`config.mk`:
```
export PLATFORM = sky130hd
export DESIGN_NAME = sprite_draw_scheduler
export DESIGN_NICKNAME = d
export VERILOG_FILES = /design/src/rtl/sprite_draw_scheduler.sv
export SDC_FILE = /design/constraint.sdc
export NUM_CORES = 1
export LEC_CHECK = 0
export BUFFER_PORTS_ARGS = -buffer_cell sky130_fd_sc_hd__buf_2
export CORE_MARGIN = 5
export CORE_UTILIZATION = 40
export CTS_CLUSTER_DIAMETER = 40
export DETAILED_ROUTE_END_ITERATION = 8
export GPL_ROUTABILITY_DRIVEN = 0
export PLACE_DENSITY = 0.66
export SLEW_MARGIN = 25
export SYNTH_ARGS = -nofsm -noshare
export SYNTH_HDL_FRONTEND = slang
export SYNTH_SLANG_ARGS = --single-unit
```
`constraint.sdc`:
```
create_clock -name clk -period 2.37 [get_ports clk]
set_input_delay 0.1185 -clock clk [delete_from_list [all_inputs] [get_ports clk]]
set_output_delay 0.1185 -clock clk [all_outputs]
set_load 0.01 [all_outputs]
```
`src/rtl/sprite_draw_scheduler.sv`:
```
// Round-robin scheduler sharing the vga_adapter pixel port among sprite drawers; scans each job through a sync ROM.
// Optional colour-key transparency: define DRAW_SCHED_TRANSPARENCY_EN.
module sprite_draw_scheduler #(
    parameter int NUM_REQ = 3,
    parameter int SZ_W = 5,
    parameter int ADDR_W = 12,
    parameter int X_MAX = 319,
    parameter int Y_MAX = 239,
    parameter logic [2:0] TRANSPARENT = 3'b000
) (
    input  logic                      clk,
    input  logic                      reset,
    input  logic [NUM_REQ-1:0]        req,
    input  logic [NUM_REQ*9-1:0]      req_x,
    input  logic [NUM_REQ*8-1:0]      req_y,
    input  logic [NUM_REQ*SZ_W-1:0]   req_w,
    input  logic [NUM_REQ*SZ_W-1:0]   req_h,
    input  logic [NUM_REQ*ADDR_W-1:0] req_base,
    input  logic [NUM_REQ-1:0]        req_blackout,
    output logic [NUM_REQ-1:0]        grant,
    output logic [NUM_REQ-1:0]        done,
    output logic                      busy,
    output logic [ADDR_W-1:0]         rom_addr,
    input  logic [2:0]                rom_data,
    output logic [8:0]                vga_x,
    output logic [7:0]                vga_y,
    output logic [2:0]                vga_colour,
    output logic                      vga_plot
);
    localparam int PTR_W = $clog2(NUM_REQ);
`ifdef DRAW_SCHED_TRANSPARENCY_EN
    localparam bit KEY_EN = 1'b1;
`else
    localparam bit KEY_EN = 1'b0;
`endif

    typedef enum logic [1:0] {IDLE, SCAN, FLUSH, DONE} state_t;
    state_t state_reg, state_next;

    logic [8:0]        x_arr    [NUM_REQ];
    logic [7:0]        y_arr    [NUM_REQ];
    logic [SZ_W-1:0]   w_arr    [NUM_REQ];
    logic [SZ_W-1:0]   h_arr    [NUM_REQ];
    logic [ADDR_W-1:0] base_arr [NUM_REQ];

    generate
        for (genvar gi = 0; gi < NUM_REQ; gi++) begin : g_unpack
            assign x_arr[gi]    = req_x[9*gi +: 9];
            assign y_arr[gi]    = req_y[8*gi +: 8];
            assign w_arr[gi]    = req_w[SZ_W*gi +: SZ_W];
            assign h_arr[gi]    = req_h[SZ_W*gi +: SZ_W];
            assign base_arr[gi] = req_base[ADDR_W*gi +: ADDR_W];
        end
    endgenerate

    logic [PTR_W-1:0]  ptr_reg, owner_reg, sel_idx;
    logic [PTR_W:0]    cand;
    logic              sel_found, start, pix_valid, last_pix, show;
    logic [8:0]        x_reg;
    logic [7:0]        y_reg;
    logic [SZ_W-1:0]   w_reg, h_reg, col_reg, row_reg;
    logic              blackout_reg, busy_reg, p1_valid_reg, p1_clip_reg, plot_reg;
    logic [NUM_REQ-1:0] grant_reg, done_reg;
    logic [ADDR_W-1:0] rom_addr_reg;
    logic [8:0]        p1_x_reg, vga_x_reg;
    logic [7:0]        p1_y_reg, vga_y_reg;
    logic [2:0]        colour_reg;
    logic [9:0]        x_sum;
    logic [8:0]        y_sum;

    // First requesting index at or after the RR pointer, wrapping.
    always_comb begin
        sel_found = 1'b0;
        sel_idx   = '0;
        cand      = '0;
        for (int i = 0; i < NUM_REQ; i++) begin
            cand = {1'b0, ptr_reg} + (PTR_W+1)'(i);
            if (cand >= (PTR_W+1)'(NUM_REQ))
                cand = cand - (PTR_W+1)'(NUM_REQ);
            if (!sel_found && req[cand[PTR_W-1:0]]) begin
                sel_found = 1'b1;
                sel_idx   = cand[PTR_W-1:0];
            end
        end
    end

    assign last_pix = (col_reg == w_reg - SZ_W'(1)) && (row_reg == h_reg - SZ_W'(1));

    always_comb begin
        state_next = state_reg;
        start      = 1'b0;
        pix_valid  = 1'b0;
        case (state_reg)
            IDLE: if (sel_found) begin
                start      = 1'b1;
                state_next = SCAN;
            end
            SCAN: if (w_reg == '0 || h_reg == '0) begin
                state_next = DONE;
            end else begin
                pix_valid = 1'b1;
                if (last_pix) state_next = FLUSH;
            end
            FLUSH:   state_next = DONE;
            DONE:    state_next = IDLE;
            default: state_next = IDLE;
        endcase
    end

    assign x_sum = {1'b0, x_reg} + 10'(col_reg);
    assign y_sum = {1'b0, y_reg} + 9'(row_reg);
    // Folds to constant 1 when the colour key is disabled.
    assign show  = blackout_reg || !KEY_EN || (rom_data != TRANSPARENT);

    always_ff @(posedge clk) begin
        if (reset) begin
            state_reg    <= IDLE;
            ptr_reg      <= '0;
            owner_reg    <= '0;
            x_reg        <= '0;
            y_reg        <= '0;
            w_reg        <= '0;
            h_reg        <= '0;
            blackout_reg <= 1'b0;
            col_reg      <= '0;
            row_reg      <= '0;
            rom_addr_reg <= '0;
            grant_reg    <= '0;
            busy_reg     <= 1'b0;
            done_reg     <= '0;
            p1_valid_reg <= 1'b0;
            p1_clip_reg  <= 1'b0;
            p1_x_reg     <= '0;
            p1_y_reg     <= '0;
            plot_reg     <= 1'b0;
            vga_x_reg    <= '0;
            vga_y_reg    <= '0;
            colour_reg   <= '0;
        end else begin
            state_reg <= state_next;
            done_reg  <= '0;
            if (start) begin
                owner_reg    <= sel_idx;
                x_reg        <= x_arr[sel_idx];
                y_reg        <= y_arr[sel_idx];
                w_reg        <= w_arr[sel_idx];
                h_reg        <= h_arr[sel_idx];
                blackout_reg <= req_blackout[sel_idx];
                rom_addr_reg <= base_arr[sel_idx];
                col_reg      <= '0;
                row_reg      <= '0;
                grant_reg    <= NUM_REQ'(1) << sel_idx;
                busy_reg     <= 1'b1;
            end
            if (pix_valid) begin
                rom_addr_reg <= rom_addr_reg + ADDR_W'(1);
                if (col_reg == w_reg - SZ_W'(1)) begin
                    col_reg <= '0;
                    row_reg <= row_reg + SZ_W'(1);
                end else begin
                    col_reg <= col_reg + SZ_W'(1);
                end
            end
            if (state_reg == DONE) begin
                done_reg  <= grant_reg;
                grant_reg <= '0;
                busy_reg  <= 1'b0;
                ptr_reg   <= (owner_reg == PTR_W'(NUM_REQ-1)) ? '0 : owner_reg + PTR_W'(1);
            end
            // Stage 1: coordinates travel alongside the ROM read latency.
            p1_valid_reg <= pix_valid;
            p1_clip_reg  <= (x_sum > 10'(X_MAX)) || (y_sum > 9'(Y_MAX));
            p1_x_reg     <= x_sum[8:0];
            p1_y_reg     <= y_sum[7:0];
            // Stage 2: ROM data now valid for the pixel in stage 1.
            plot_reg <= p1_valid_reg && !p1_clip_reg && show;
            if (p1_valid_reg) begin
                vga_x_reg  <= p1_x_reg;
                vga_y_reg  <= p1_y_reg;
                colour_reg <= blackout_reg ? 3'b000 : rom_data;
            end
        end
    end

    assign grant      = grant_reg;
    assign done       = done_reg;
    assign busy       = busy_reg;
    assign rom_addr   = rom_addr_reg;
    assign vga_x      = vga_x_reg;
    assign vga_y      = vga_y_reg;
    assign vga_colour = colour_reg;
    assign vga_plot   = plot_reg;
endmodule

```
==> impl_metrics.tcl, run 1 <==
set metrics [dict create \
    power.clock.fraction_pct 22.6 \
    power-per-cell-area_mw_per_mm2 1049 \
    share_comb_of_total_power_pct 42.5 \
    setup.worst_path.start_class "flip-flop" \
    report.final.hold_viol_count 0 \
    synth.ff_latch_count 103 \
    ys_async_sr_fraction_pct 0 \
    syn_area_per_cell_um2 8.555 \
    largest_fanout_on_the_critical_path 4 \
    cts_tree "built" \
    final.fill_count 1251 \
    hpwl_mm 11.13 \
    holdBufCountCts 0 \
    clkLatencyLatePin_ns 0.35 \
    tritoncts_buffers 9 \
    area_growth_syn_to_layout_pct 28.83 \
    via_cell_ratio 5.451 \
    cts.root.buffer_cell "clkbuf_16" \
    wire_length_of_the_first_global_routing_pass_mm 24.35 \
    cts.clk_slew.worst_paths_ns 0.07 \
    synth_common_cells "103 x dfxtp_1, 88 x nor2_1, 66 x nand2_1, 37 x a22oi_1, 35 x clkbuf_1" \
    internal_power_mw 4.483 \
    first_global_vias 5199 \
    finalHoldWorstSlack_ns 0.009247 \
    share_seq_of_total_power_pct 35.0 \
    num_vias 5277 \
    finalCoreUtilization_pct 52.31 \
    post_route_cells_drive_above_1_share_pct 29.04 \
    critical_path_arrival_ns 2.55 \
    layout_worst_path_cycle_share_pct 96.44 \
    placement_rows 42 \
    numClockSinks 103 \
    pin_slew_with_the_least_headroom_to_its_limit_ns 0.4815 \
    initial_drc_count 302 \
    fp.dieH_um 125.7 \
    top_level_ports 168 \
    end_kind "flip-flop" \
    period_minus_slack_ns 2.286 \
    synth_enable_flop_cells 0 \
    synth_seq_area_share_pct 38.50 \
    run_status "finished clean" \
    clock-skew-final_ns 0.006194 \
    clockBufferDepth 2 \
    fmax_mhz 437.5 \
    port_buffers 167 \
    fin_nets 937 \
    die_footprint_mm2 0.01580 \
    maxSlewHeadroom_pct 67.49 \
    final-setup-viol-count 0 \
    postSynthNetCount 776 \
    netlist_instances 626 \
    register_area_mm2 0.002063 \
    initial_antenna_violation_count 1 \
    synth_top_flop_cell "dfxtp_1" \
    cts_setup_buffers 0 \
    min_path_type "primary input to flip-flop" \
    dominant_cell_type_by_area_after_synthesis "dfxtp_1" \
    cp_class "flip-flop to flip-flop" \
    cp.required_ns 2.64 \
    power_spent_charging_and_discharging_nets_mw 2.751 \
    syn_area_mm2 0.005355 \
    synth_top_cells_by_area "dfxtp_1 39%, nor2_1 6.2%, a22oi_1 5.2%" \
    yosys_warnings 0 \
    vdd_drop_max_uv 421.9 \
    max_cap_violations 0 \
    route.detailed.wl_per_inst_um 15.43 \
    number_of_pins_with_negative_max_slew_slack_in_the_final_report 0 \
    post-synth-top-area-fraction_pct 38.50 \
    gr-usage-all-layers_pct 18.36 \
    footprint_of_the_multi_input_gates_mm2 0.003169 \
    largest_net_degree_at_the_start_of_global_routing 49 \
    design.core.area_mm2 0.01319 \
    leakage_nw 2.993 \
    antenna_cells_inserted 0 \
    wirelength_mm 14.93 \
    final_antenna_net_count 0 \
    synth.most_common_cell "dfxtp_1" \
    initial_core_utilization_pct 40.60 \
    netlist-cell-type-count 64 \
    die_width_um 125.7 \
    power.share.switching_pct 38.03 \
    drt_drc_violations_left 0 \
    max_ffs_per_register 12 \
    grt_overflow_total 0 \
    h-tree-depth 3 \
    drt_pre_antenna_iters 5 \
]
-- power groups by stage --
| stage | Sequential, mW | Clock, mW | Combinational, mW |
|---|---|---|---|
| floorplan | 2.51 | 0 | 2.02 |
| global placement | 2.53 | 0 | 2.83 |
| detailed placement | 2.55 | 0 | 2.91 |
| CTS | 2.52 | 1.66 | 2.94 |
| global route | 2.59 | 1.75 | 3.41 |
| finish | 2.53 | 1.63 | 3.07 |
-- what timing repair did --
item | 4_1_cts | 5_1_grt
resized for setup | 2 | 12
cloned | 0 | 0
endpoints found under the hold margin | 0 | 0
pin swaps | 1 | 3
setup endpoints to repair | 2 | 24
-- layer usage --
layer	vias to the layer above	part of all wire, %	GRT usage, %
met5	-	0.047	0
met4	2	0.85	4.401
met3	11	7.7	5.588
met2	208	47	30.71
met1	2448	44	23.28
li1	2608	-	-
-- placed cells by master, fill, tap and decap left out, drive strengths merged, types with 14 or more instances in the layout --
cell / n
dfxtp: 103
mux2i: 24
nand2: 66
nor2: 88
a21oi: 23
inv: 17
o21ai: 20
ha: 20
buf: 191
xnor2: 16
a22oi: 37
a311oi: 31
a31oi: 14
-- cell families after synthesis --
group           synth area share (%)
flops                          38.50
mux                            4.486
buf+inv                        4.065
compound gates                 24.04
fa+ha+maj                      5.421
xor+xnor                       4.182
simple gates                   19.30
-- layout make-up --
| class | instances | share of cell area [%] |
|---|---|---|
| multi-input cells | 467 | 45.94 |
| inverters | 15 | 0.8161 |
| clock buffers | 10 | 3.464 |
| clock inverters | 6 | 1.324 |
| well taps | 176 | 3.192 |
| repair buffers | 191 | 15.36 |
| flip-flops and latches | 103 | 29.91 |
-- path summary, 6_finish.rpt --
kind / to / depth (start not counted) / start / slack (ns)
max: state_reg[0]$_SDFFE_PP0P_ / 8 / h_reg[0]$_SDFFE_PP0P_ / 0.08
min: vga_colour[1]$_SDFFE_PP0P_ / 3 / rom_data[1] / 0.009
max reg2reg: state_reg[0]$_SDFFE_PP0P_ / 8 / h_reg[0]$_SDFFE_PP0P_ / 0.08
min reg2reg: vga_plot$_SDFF_PP0_ / 1 / p1_clip_reg$_SDFF_PP0_ / 0.39
-- critical path, stage by stage (launching register included) --
cell,delay [ns]
dfxtp_1,0.31
inv_1,0.09
ha_4,0.15
or3b_4,0.42
o221a_4,0.28
o31a_1,0.10
a2111o_1,0.48
o21bai_4,0.20
a211oi_2,0.17
-- stage by stage --
stage	setup WS [ns]	TNS [ns]	power (mW)	instance area, µm²	instances
3_3_place_gp	0.03009	0	5.362	6497	952
6_report	0.08438	0	7.234	6899	968
3_5_place_dp	-0.05910	-0.06423	5.468	6497	952
4_1_cts	0.02951	0	7.127	6843	968
5_1_grt	-0.01987	-0.01987	7.746	6899	968
2_1_floorplan	0.01616	0	4.532	5363	626
Note: power is estimated with default switching activity, not from simulation.
==> inputs of run 2 (changes only) <==
==> constraint.sdc (replaced) <==
create_clock -name clk -period 1.9 [get_ports clk]
set_input_delay 0.095 -clock clk [delete_from_list [all_inputs] [get_ports clk]]
set_output_delay 0.095 -clock clk [all_outputs]
set_load 0.01 [all_outputs]
==> impl_metrics.tcl, run 2 (synthesis gave the netlist of run 1 again) <==
set metrics [dict create \
    cts.clk_slew.worst_paths_ns 0.07 \
    die_footprint_mm2 0.01580 \
    final-setup-viol-count 58 \
    crit_start "w_reg[1]$_SDFFE_PP0P_" \
    clock-skew-final_ns 0.006132 \
    rsz_0062_raised_after_global_routing "true" \
    run_status "finished with violations" \
    setup.worst_path.start_class "flip-flop" \
    via_cell_ratio 5.462 \
    drt_drc_violations_left 0 \
    num_vias 5795 \
    number_of_pins_with_negative_max_slew_slack_in_the_final_report 0 \
    finalCoreUtilization_pct 64.09 \
    period_minus_slack_ns 2.195 \
    end_kind "flip-flop" \
    layout_worst_path_cycle_share_pct 115.5 \
    fin_nets 1030 \
    clkLatencyLatePin_ns 0.34 \
    numClockSinks 103 \
    route.detailed.wl_per_inst_um 17.00 \
    power-per-cell-area_mw_per_mm2 1362 \
    min_path_type "primary input to flip-flop" \
    antenna_cells_inserted 0 \
    final.fill_count 1058 \
    cts_tree "built" \
    cts.root.buffer_cell "clkbuf_16" \
    min-delay-start "req_x[2]" \
    regToRegSetupSlack_ns -0.29 \
    initial_core_utilization_pct 40.60 \
    cp.required_ns 2.11 \
    fp.dieH_um 125.7 \
    drt_pre_antenna_iters 4 \
    violations_in_the_final_reports "negative setup slack" \
    hpwl_mm 12.09 \
    h-tree-depth 3 \
    final_antenna_net_count 0 \
    design.core.area_mm2 0.01319 \
    die_width_um 125.7 \
    leakage_nw 3.648 \
    port_buffers 167 \
    maxSlewHeadroom_pct 62.25 \
    timing.rr.start "w_reg[1]$_SDFFE_PP0P_" \
    grt_overflow_total 0 \
    area_growth_syn_to_layout_pct 57.85 \
    largest_net_degree_at_the_start_of_global_routing 52 \
    reg2reg_depth 8 \
    cp_class "flip-flop to flip-flop" \
    vdd_drop_max_uv 763.7 \
    top_level_ports 168 \
    initial_drc_count 320 \
    gr-usage-all-layers_pct 22.18 \
    tritoncts_buffers 9 \
    max_cap_violations 0 \
    largest_fanout_on_the_critical_path 4 \
    clockBufferDepth 2 \
    max_ffs_per_register 12 \
    min_path_cells 3 \
    final_common_cell "buf_2" \
    wire_length_of_the_first_global_routing_pass_mm 29.10 \
    post_route_cells_drive_above_1_share_pct 47.80 \
    holdPathEnd "x_reg[2]$_SDFFE_PP0P_" \
    pin_slew_with_the_least_headroom_to_its_limit_ns 0.5663 \
    placement_rows 42 \
    timing.final.ws_setup_ns -0.2948 \
    first_global_vias 6030 \
    wirelength_mm 18.04 \
    mostFrequentLayoutCells "166 x buf_2, 89 x dfxtp_1, 66 x buf_4" \
    critical_path_arrival_ns 2.40 \
    initial_antenna_violation_count 0 \
    finalHoldWorstSlack_ns 0.01531 \
    fmax_mhz 455.6 \
    reg_to_reg_end "state_reg[0]$_SDFFE_PP0P_" \
    report.final.hold_viol_count 0 \
]
-- run 2: cell count changes in the layout (fill, tap and decap cells not counted), moves of 17 or more --
cell,delta
nor2_1,-24
buf_4,+45
buf_6,+20
nand2_1,-17
-- run 2: worst max path at each step --
stage	endpoint	depth (start not counted)
after floorplan	state_reg[0]$_SDFFE_PP0P_	9
final	state_reg[0]$_SDFFE_PP0P_	8
after CTS	state_reg[0]$_SDFFE_PP0P_	8
after global placement	state_reg[0]$_SDFFE_PP0P_	8
after detailed placement	state_reg[0]$_SDFFE_PP0P_	8
after global routing	state_reg[0]$_SDFFE_PP0P_	9
-- run 2: area by class of cell --
cell class | instances | area [µm²] | area share, %
Tap cell | 176 | 220.2 | 2.605
Sequential cell | 103 | 2087 | 24.69
Inverter | 15 | 56.30 | 0.6661
Timing Repair Buffer | 284 | 2158 | 25.53
Clock inverter | 2 | 13.76 | 0.1628
Clock buffer | 14 | 274.0 | 3.242
Multi-Input combinational cell | 467 | 3643 | 43.10
-- run 2: power breakdown --
| part | leakage (nW) | switching (mW) | internal, mW |
|---|---|---|---|
| Clock | 0.143 | 0.787 | 0.998 |
| Combinational | 2.66 | 3.09 | 3.40 |
| Sequential | 0.850 | 0.533 | 2.70 |
-- run 2: routing by layer --
| metal | wire length [µm] | track usage [%] | part of all wire [%] | up-vias |
|---|---|---|---|---|
| met3 | 1155 | 4.276 | 6.4 | 27 |
| met1 | 7863 | 28.70 | 44 | 2752 |
| met4 | 327 | 7.207 | 1.8 | 0 |
| li1 | - | - | - | 2808 |
| met2 | 8690 | 37.32 | 48 | 208 |
| met5 | 0 | 0 | 0 | - |
-- run 2: worst max-delay path, cell delays in order, from the launching register on --
cell and delay (ns):
dfxtp_2 0.32, inv_2 0.06, ha_4 0.12, or3b_4 0.44, xnor2_4 0.20, a31oi_4 0.11, a2111o_1 0.47, a2111oi_2 0.25
a211oi_1 0.09
-- run 2: timing repair --
item                       in CTS  in global routing
setup endpoints to repair      61                 67
buffers inserted               33                  2
hold buffers                    7                  0
gates cloned                   13                  1
gates resized for setup       120                 50
pin swaps                      75                 51
hold endpoints to repair        7                  0
-- run 2: metrics by stage --
stage               cell area [µm²]  std cells  power [mW]  setup WS, ns  TNS [ns]
floorplan                      5599        626       5.941       -0.2556   -0.7330
detailed placement             6968        996       7.502       -0.3857    -9.963
global placement               6968        996       7.334       -0.2936    -7.479
CTS                            8369       1065       11.39       -0.2858    -10.05
finish                         8453       1061       11.51       -0.2948    -10.15
global route                   8453       1061       12.15       -0.3848    -14.83
